## src/rtl/periph_bus_arbiter.sv

```systemverilog
// Round-robin arbiter sharing one REQ/GNT peripheral slave port between NUM_MASTERS requesters.
// Optional WAIT timeout with forced error response is enabled by defining ARB_TIMEOUT_EN.
module periph_bus_arbiter #(
    parameter int NUM_MASTERS    = 2,
    parameter int IDX_W          = $clog2(NUM_MASTERS),
    parameter int TIMEOUT_CYCLES = 16
) (
    input  logic                        i_CLK,
    input  logic                        i_RSTn,
    input  logic [NUM_MASTERS-1:0]      i_M_REQ,
    input  logic [NUM_MASTERS-1:0]      i_M_WE,
    input  logic [NUM_MASTERS-1:0]      i_M_RE,
    input  logic [32*NUM_MASTERS-1:0]   i_M_ADDR,
    input  logic [32*NUM_MASTERS-1:0]   i_M_WDATA,
    output logic [NUM_MASTERS-1:0]      o_M_GNT,
    output logic [31:0]                 o_M_RDATA,
    output logic                        o_M_ERR,
    output logic                        o_S_REQ,
    output logic                        o_S_CE,
    output logic                        o_S_WE,
    output logic                        o_S_RE,
    output logic [31:0]                 o_S_ADDR,
    output logic [31:0]                 o_S_WDATA,
    input  logic                        i_S_GNT,
    input  logic [31:0]                 i_S_RDATA
);

    typedef enum logic [1:0] {
        S_IDLE  = 2'd0,
        S_ISSUE = 2'd1,
        S_WAIT  = 2'd2,
        S_DONE  = 2'd3
    } state_t;

    state_t                 state_q, state_d;
    logic [IDX_W-1:0]       rr_ptr_q, win_idx_q;
    logic [IDX_W-1:0]       arb_idx, idx_hi, idx_any;
    logic                   hit_hi, hit_any;
    logic                   arb_we, arb_re;
    logic [31:0]            arb_addr, arb_wdata;
    logic                   op_re_q;
    logic                   s_req_q, s_we_q, s_re_q;
    logic [31:0]            s_addr_q, s_wdata_q;
    logic [NUM_MASTERS-1:0] m_gnt_q;
    logic [31:0]            m_rdata_q;
    logic                   tmo_expire;

    // Winner: lowest requester at or above the pointer, else lowest requester overall (wrap).
    always_comb begin
        hit_hi  = 1'b0;
        hit_any = 1'b0;
        idx_hi  = '0;
        idx_any = '0;
        for (int j = NUM_MASTERS - 1; j >= 0; j--) begin
            if (i_M_REQ[j]) begin
                hit_any = 1'b1;
                idx_any = IDX_W'(j);
                if (IDX_W'(j) >= rr_ptr_q) begin
                    hit_hi = 1'b1;
                    idx_hi = IDX_W'(j);
                end
            end
        end
        arb_idx = hit_hi ? idx_hi : idx_any;
    end

    always_comb begin
        arb_we    = 1'b0;
        arb_re    = 1'b0;
        arb_addr  = '0;
        arb_wdata = '0;
        for (int j = 0; j < NUM_MASTERS; j++) begin
            if (IDX_W'(j) == arb_idx) begin
                arb_we    = i_M_WE[j];
                arb_re    = i_M_RE[j];
                arb_addr  = i_M_ADDR[32*j +: 32];
                arb_wdata = i_M_WDATA[32*j +: 32];
            end
        end
    end

    always_comb begin
        state_d = state_q;
        case (state_q)
            S_IDLE:  if (hit_any) state_d = S_ISSUE;
            S_ISSUE: state_d = S_WAIT;
            S_WAIT:  if (i_S_GNT || tmo_expire) state_d = S_DONE;
            S_DONE:  state_d = S_IDLE;
            default: state_d = S_IDLE;
        endcase
    end

    always_ff @(posedge i_CLK or negedge i_RSTn) begin
        if (!i_RSTn) begin
            state_q   <= S_IDLE;
            rr_ptr_q  <= '0;
            win_idx_q <= '0;
            op_re_q   <= 1'b0;
            s_req_q   <= 1'b0;
            s_we_q    <= 1'b0;
            s_re_q    <= 1'b0;
            s_addr_q  <= '0;
            s_wdata_q <= '0;
            m_gnt_q   <= '0;
            m_rdata_q <= '0;
        end else begin
            state_q <= state_d;
            case (state_q)
                S_IDLE: begin
                    if (hit_any) begin
                        win_idx_q <= arb_idx;
                        op_re_q   <= arb_re;
                        s_req_q   <= 1'b1;
                        s_we_q    <= arb_we;
                        s_re_q    <= arb_re;
                        s_addr_q  <= arb_addr;
                        s_wdata_q <= arb_wdata;
                    end
                end
                S_ISSUE: begin
                    s_req_q <= 1'b0;
                    s_we_q  <= 1'b0;
                    s_re_q  <= 1'b0;
                end
                S_WAIT: begin
                    // Slave grant has priority over a coinciding timeout expiry.
                    if (i_S_GNT) begin
                        m_gnt_q   <= NUM_MASTERS'(1) << win_idx_q;
                        m_rdata_q <= op_re_q ? i_S_RDATA : 32'h0;
                    end else if (tmo_expire) begin
                        m_gnt_q   <= NUM_MASTERS'(1) << win_idx_q;
                        m_rdata_q <= 32'hDEAD_BEEF;
                    end
                end
                S_DONE: begin
                    m_gnt_q   <= '0;
                    m_rdata_q <= '0;
                    if (win_idx_q == IDX_W'(NUM_MASTERS - 1))
                        rr_ptr_q <= '0;
                    else
                        rr_ptr_q <= win_idx_q + 1'b1;
                end
                default: ;
            endcase
        end
    end

`ifdef ARB_TIMEOUT_EN
    localparam int TMO_W = $clog2(TIMEOUT_CYCLES + 1);

    logic [TMO_W-1:0] tmo_cnt_q;
    logic             m_err_q;

    // Expiry fires on the last permitted WAIT cycle, i.e. as the count would reach TIMEOUT_CYCLES.
    assign tmo_expire = (state_q == S_WAIT) && (tmo_cnt_q == TMO_W'(TIMEOUT_CYCLES - 1));

    always_ff @(posedge i_CLK or negedge i_RSTn) begin
        if (!i_RSTn) begin
            tmo_cnt_q <= '0;
            m_err_q   <= 1'b0;
        end else begin
            if (state_q == S_ISSUE)
                tmo_cnt_q <= '0;
            else if (state_q == S_WAIT && !i_S_GNT)
                tmo_cnt_q <= tmo_cnt_q + 1'b1;
            m_err_q <= tmo_expire && !i_S_GNT;
        end
    end

    assign o_M_ERR = m_err_q;
`else
    assign tmo_expire = 1'b0;
    assign o_M_ERR    = 1'b0;
`endif

    assign o_M_GNT   = m_gnt_q;
    assign o_M_RDATA = m_rdata_q;
    assign o_S_REQ   = s_req_q;
    assign o_S_CE    = s_req_q;
    assign o_S_WE    = s_we_q;
    assign o_S_RE    = s_re_q;
    assign o_S_ADDR  = s_addr_q;
    assign o_S_WDATA = s_wdata_q;

endmodule

```

## config.mk

```make
export PLATFORM = sky130hd
export DESIGN_NAME = periph_bus_arbiter
export DESIGN_NICKNAME = d
export VERILOG_FILES = /design/src/rtl/periph_bus_arbiter.sv
export SDC_FILE = /design/constraint.sdc
export NUM_CORES = 1
export LEC_CHECK = 0
export BUFFER_PORTS_ARGS = -buffer_cell sky130_fd_sc_hd__buf_2
export CAP_MARGIN = 30
export CELL_PAD_IN_SITES_DETAIL_PLACEMENT = 1
export CELL_PAD_IN_SITES_GLOBAL_PLACEMENT = 2
export CORE_MARGIN = 3
export CORE_UTILIZATION = 26
export CTS_CLUSTER_SIZE = 28
export DETAILED_ROUTE_END_ITERATION = 6
export PLACE_DENSITY_LB_ADDON = 0.1
export SLEW_MARGIN = 20
export SYNTH_ARGS = -nofsm -noshare
export SYNTH_HDL_FRONTEND = slang
export SYNTH_SLANG_ARGS = --single-unit
```

## constraint.sdc

```tcl
create_clock -name i_CLK -period 2.8 [get_ports i_CLK]
set_input_delay 0.42 -clock i_CLK [delete_from_list [all_inputs] [get_ports i_CLK]]
set_output_delay 0.42 -clock i_CLK [all_outputs]
set_load 0.1 [all_outputs]
```

# Word level (Yosys, flattened, before mapping)

Index checks and enable logic that the tools add are counted.

Reductions and logical operators: 7
Equal/unequal tests: 5
Mux-type cells: 29
Add/subtract/negate cells: 1
Shift operators: 1
$lt $le $gt $ge: 2

Operator list:

| operator              | number |
|---|---|
| $mux W32              | 4 |
| $pmux W32 S2          | 1 |
| $mux W1               | 16 |
| $pmux W2 S4           | 1 |
| $reduce_and A2 Y1     | 4 |
| $mux W2               | 3 |
| $pmux W1 S2           | 3 |
| $eq A2 B2 Y1 const B  | 2 |
| $ne A2 B2 Y1 const B  | 2 |
| $pmux W2 S2           | 1 |
| $reduce_bool A2 Y1    | 2 |
| $eq A2 B1 Y1 const B  | 1 |
| $ge A1 B1 Y1 const A  | 2 |
| $logic_not A2 Y1      | 1 |
| $shl A1 B1 Y2 const A | 1 |
| $add A1 B1 Y1 const B | 1 |

Register bits after elaboration: 106
Input bits: 169

# Logic depth before layout (Yosys ltp)

Depth after elaboration: 9
Gate-level depth with buffers: 7
Mapped depth without buffers: 5

# Worst setup path after synthesis

No wires, ideal clock.

Path kind: reg-to-output
From: reg s_req_q (netlist: o_S_CE)
To: out o_S_REQ
Cell stages (with the launch flop): 2
Arrival time: 1.356 ns
Setup slack: 1.024 ns
Data required time: 2.380 ns
Cell sequence: dfrtp_1 buf_4

RTL lines:

| element                | RTL line | source |
|---|---|---|
| start, declared        | 42       | `logic s_req_q, s_we_q, s_re_q;` |
| start signal, assigned | 99       | `s_req_q <= 1'b0;` |
| start signal, assigned | 113      | `s_req_q <= 1'b1;` |
| start signal, assigned | 121      | `s_req_q <= 1'b0;` |
| end, declared          | 18       | `output logic o_S_REQ,` |

No word-level cell between the ends.

# Final worst setup path

From: reg state_q[0]
To: reg s_wdata_q[28] (netlist: o_S_WDATA[28])

Longest elaborated chain between the ends: 2

RTL lines:

| element                     | RTL line | source |
|---|---|---|
| start, declared             | 35       | `state_t state_q, state_d;` |
| start signal, assigned      | 107      | `state_q <= state_d;` |
| $logic_not A2 Y1            | 108      | `case (state_q)` |
| $reduce_and A2 Y1 (no line) | -        |  |
| end signal, assigned        | 117      | `s_wdata_q <= arb_wdata;` |
| end, declared               | 43       | `logic [31:0] s_addr_q, s_wdata_q;` |

Every way passes these cells.
A chain may end at the register's enable or synchronous reset.

==> metrics.txt <==
clk sinks 106; root buffer cell clkbuf_16; Post-CTS Setup Inserts 0; Core ar. 18800 µm²; vias in the first global route 5478; Reg clk slew, reported paths 0.08 ns; RSZ-0062 raised after global routing no; endpoint class of the critical path flip-flop; flops & latches, synth 106; Req. time, crit path 3.07 ns; post-route clock skew 0.00659 ns; antenna diode count 0; setup violators final 0; DR pass1 iterations 5; P&R area growth vs syn 36.0%; WP data arrival 2.24 ns; residual overflow from global routing 0; H-tree Lvls 3; Ports 272; routed len/inst 17.9 µm; Detail Route Antenna Nets 0; vias per cell 4.82; first-pass GRT wire length 28900 µm; Final HPWL DP 13300 µm; total number of vias 4999; Hold Violations, Final 0; layout cells sized above 1 38.6%; post-cts sizing count 0; Die H 145 µm; Detailed Route WL 18600 µm; Final TNS setup 0 ns; Starting Density 26.6%; Die W 145 µm; Critical Path, Cell by Cell inv_1, ha_1, o21a_4, buf_4, nor2_1, a31oi_1; CTS max path bufs 2; worst slew pin tran 0.679 ns; WS Path Type flip-flop to flip-flop; Tot GR Track Use 17.6%; Final nets 973; slowest CP cell o21a_4; CTS tree yes; Num CTS Buffers 9; critical path launch point type flip-flop; Worst path max stage delay 0.53 ns; post-synth net total 736; Cell Area, Synth 4990 µm²; Worst-Skew Late Latency 0.35 ns; most frequent cells in the layout buf_2, dfrtp_1, o21ai_0; status finished, final reports clean; worst-path maximum fanout 51; GP Congestion 0.750; crit share post-route 70.4%; Slew Limit Fails 0; port bufs 270; Distinct cells, synth 28; Multi-input gate area 2000 µm²; sequential share of the synthesized area 53.1%; pin count of the biggest net entering global routing 69; initial antenna violation count 2; Post-Synthesis Cells 562; # DRC 0; Storage cell area 2650 µm²; Yosys warning count 0; Initial DRC Count 168; Rows 50; Mapped Avg Cell Area 8.88 µm²; Max-cap violations 0; worst min path class input pin to asynchronous set/reset pin; Fillers 2279; Hold-fix buffers, CTS 0; fmax 0.507 GHz; min Tclk post-route 1.97 ns; DIE AREA 20900 µm²; relative slew slack 54.7%; leading cell type in the layout, fill and taps excluded buf_2
==> registers in the layout, summed over array words and instances (netlist names), 2 cells and up <==
signal,cells
o_M_GNT,2
o_S_WDATA,32
o_S_ADDR,32
state_q,2
o_M_RDATA,32
==> metrics by stage <==
step | area [µm²] | hold slack [ns] | setup slack (ns) | instances | utilization, %
after floorplan | 4990 | 0.124 | 1.02 | 562 | -
after global placement | 6460 | 0.459 | 0.593 | 1021 | 34.4
after detailed placement | 6490 | 0.465 | 0.629 | 1022 | 34.6
after CTS | 6790 | 0.0789 | 0.787 | 1038 | 36.2
after global routing | 6790 | 0.102 | 0.611 | 1038 | 36.2
final | 6790 | 0.0565 | 0.829 | 1038 | 36.2
==> routing by layer <==
layer / vias up / part of all wire, % / track usage [%] / wire length [µm]
li1: 2435 / - / - / -
met1: 2376 / 40 / 20.1 / 7490
met2: 160 / 50 / 31.1 / 9240
met3: 24 / 7.8 / 6.05 / 1440
met4: 4 / 1.9 / 5.35 / 358
met5: - / 0.15 / 0 / 27
==> final timing paths <==
check / from / end / slack [ns] / depth (start not counted)
max: state_q[0]$_DFFE_PN0P_ / o_S_WDATA[28]$_DFFE_PN0P_ / 0.83 / 6
min: i_RSTn / o_M_RDATA[29]$_DFFE_PN0P_ / 0.06 / 1
max reg2reg: state_q[0]$_DFFE_PN0P_ / o_S_WDATA[28]$_DFFE_PN0P_ / 0.83 / 6
min reg2reg: o_M_RDATA[31]$_DFFE_PN0P_ / o_M_RDATA[31]$_DFFE_PN0P_ / 0.48 / 2
max in group asynchronous: i_RSTn / o_M_RDATA[19]$_DFFE_PN0P_ / 1.88 / 2
min in group i_CLK: i_S_RDATA[30] / o_M_RDATA[30]$_DFFE_PN0P_ / 0.29 / 3
==> final cells by class <==
cell class | instances | area share, %
clock buffers | 10 | 3.37
multi-input cells | 392 | 29.5
repair buffers | 284 | 22.3
well taps | 234 | 4.31
flip-flops and latches | 106 | 39.1
inverters | 6 | 0.332
clock inverters | 6 | 1.09
==> worst max-delay path, delay by kind of cell (launching register included) <==
family	cells	cell delay (ns)
simple gates	1	0.06
fa+ha+maj	1	0.27
flops	1	0.42
buf+inv	2	0.46
compound gates	2	0.68
==> cells by family (layout without fill, tap and decap cells) <==
logic type	Yosys count	count (layout)	share of synthesized area (%)
simple gates	210	210	18.0
flops	106	106	53.1
compound gates	174	174	19.9
buf+inv	64	306	7.24
fa+ha+maj	5	5	1.25
mux	2	2	0.426
other cells	1	1	0.0751
==> synth_stat cells <==
master       n  share of area [%]
a21oi_1      3               0.30
a31oi_1     62                7.8
a31oi_2      3               0.75
and2b_1      1               0.15
buf_2       22                2.2
buf_4        9                1.4
buf_6        8                1.8
clkbuf_1    19                1.4
conb_1       1              0.075
dfrtp_1    106                 53
ha_1         5                1.3
inv_1        5               0.38
inv_2        1              0.075
mux2_2       1               0.23
mux2i_1      1               0.20
nand2_1     66                5.0
nand2b_1     1               0.13
nand3_1     68                6.8
nand4_1      2               0.25
nor2_1      69                5.2
nor2b_1      2               0.25
nor3b_2      1               0.25
o2111ai_1    2               0.35
o21a_1       1               0.15
o21ai_0     87                8.7
o21ai_1     13                1.3
o31ai_1      2               0.30
o32a_1       1               0.20
Power is left out: the tool's default activity adds up to more than one toggle a clock period on the data nets, which glitch-free logic cannot reach.
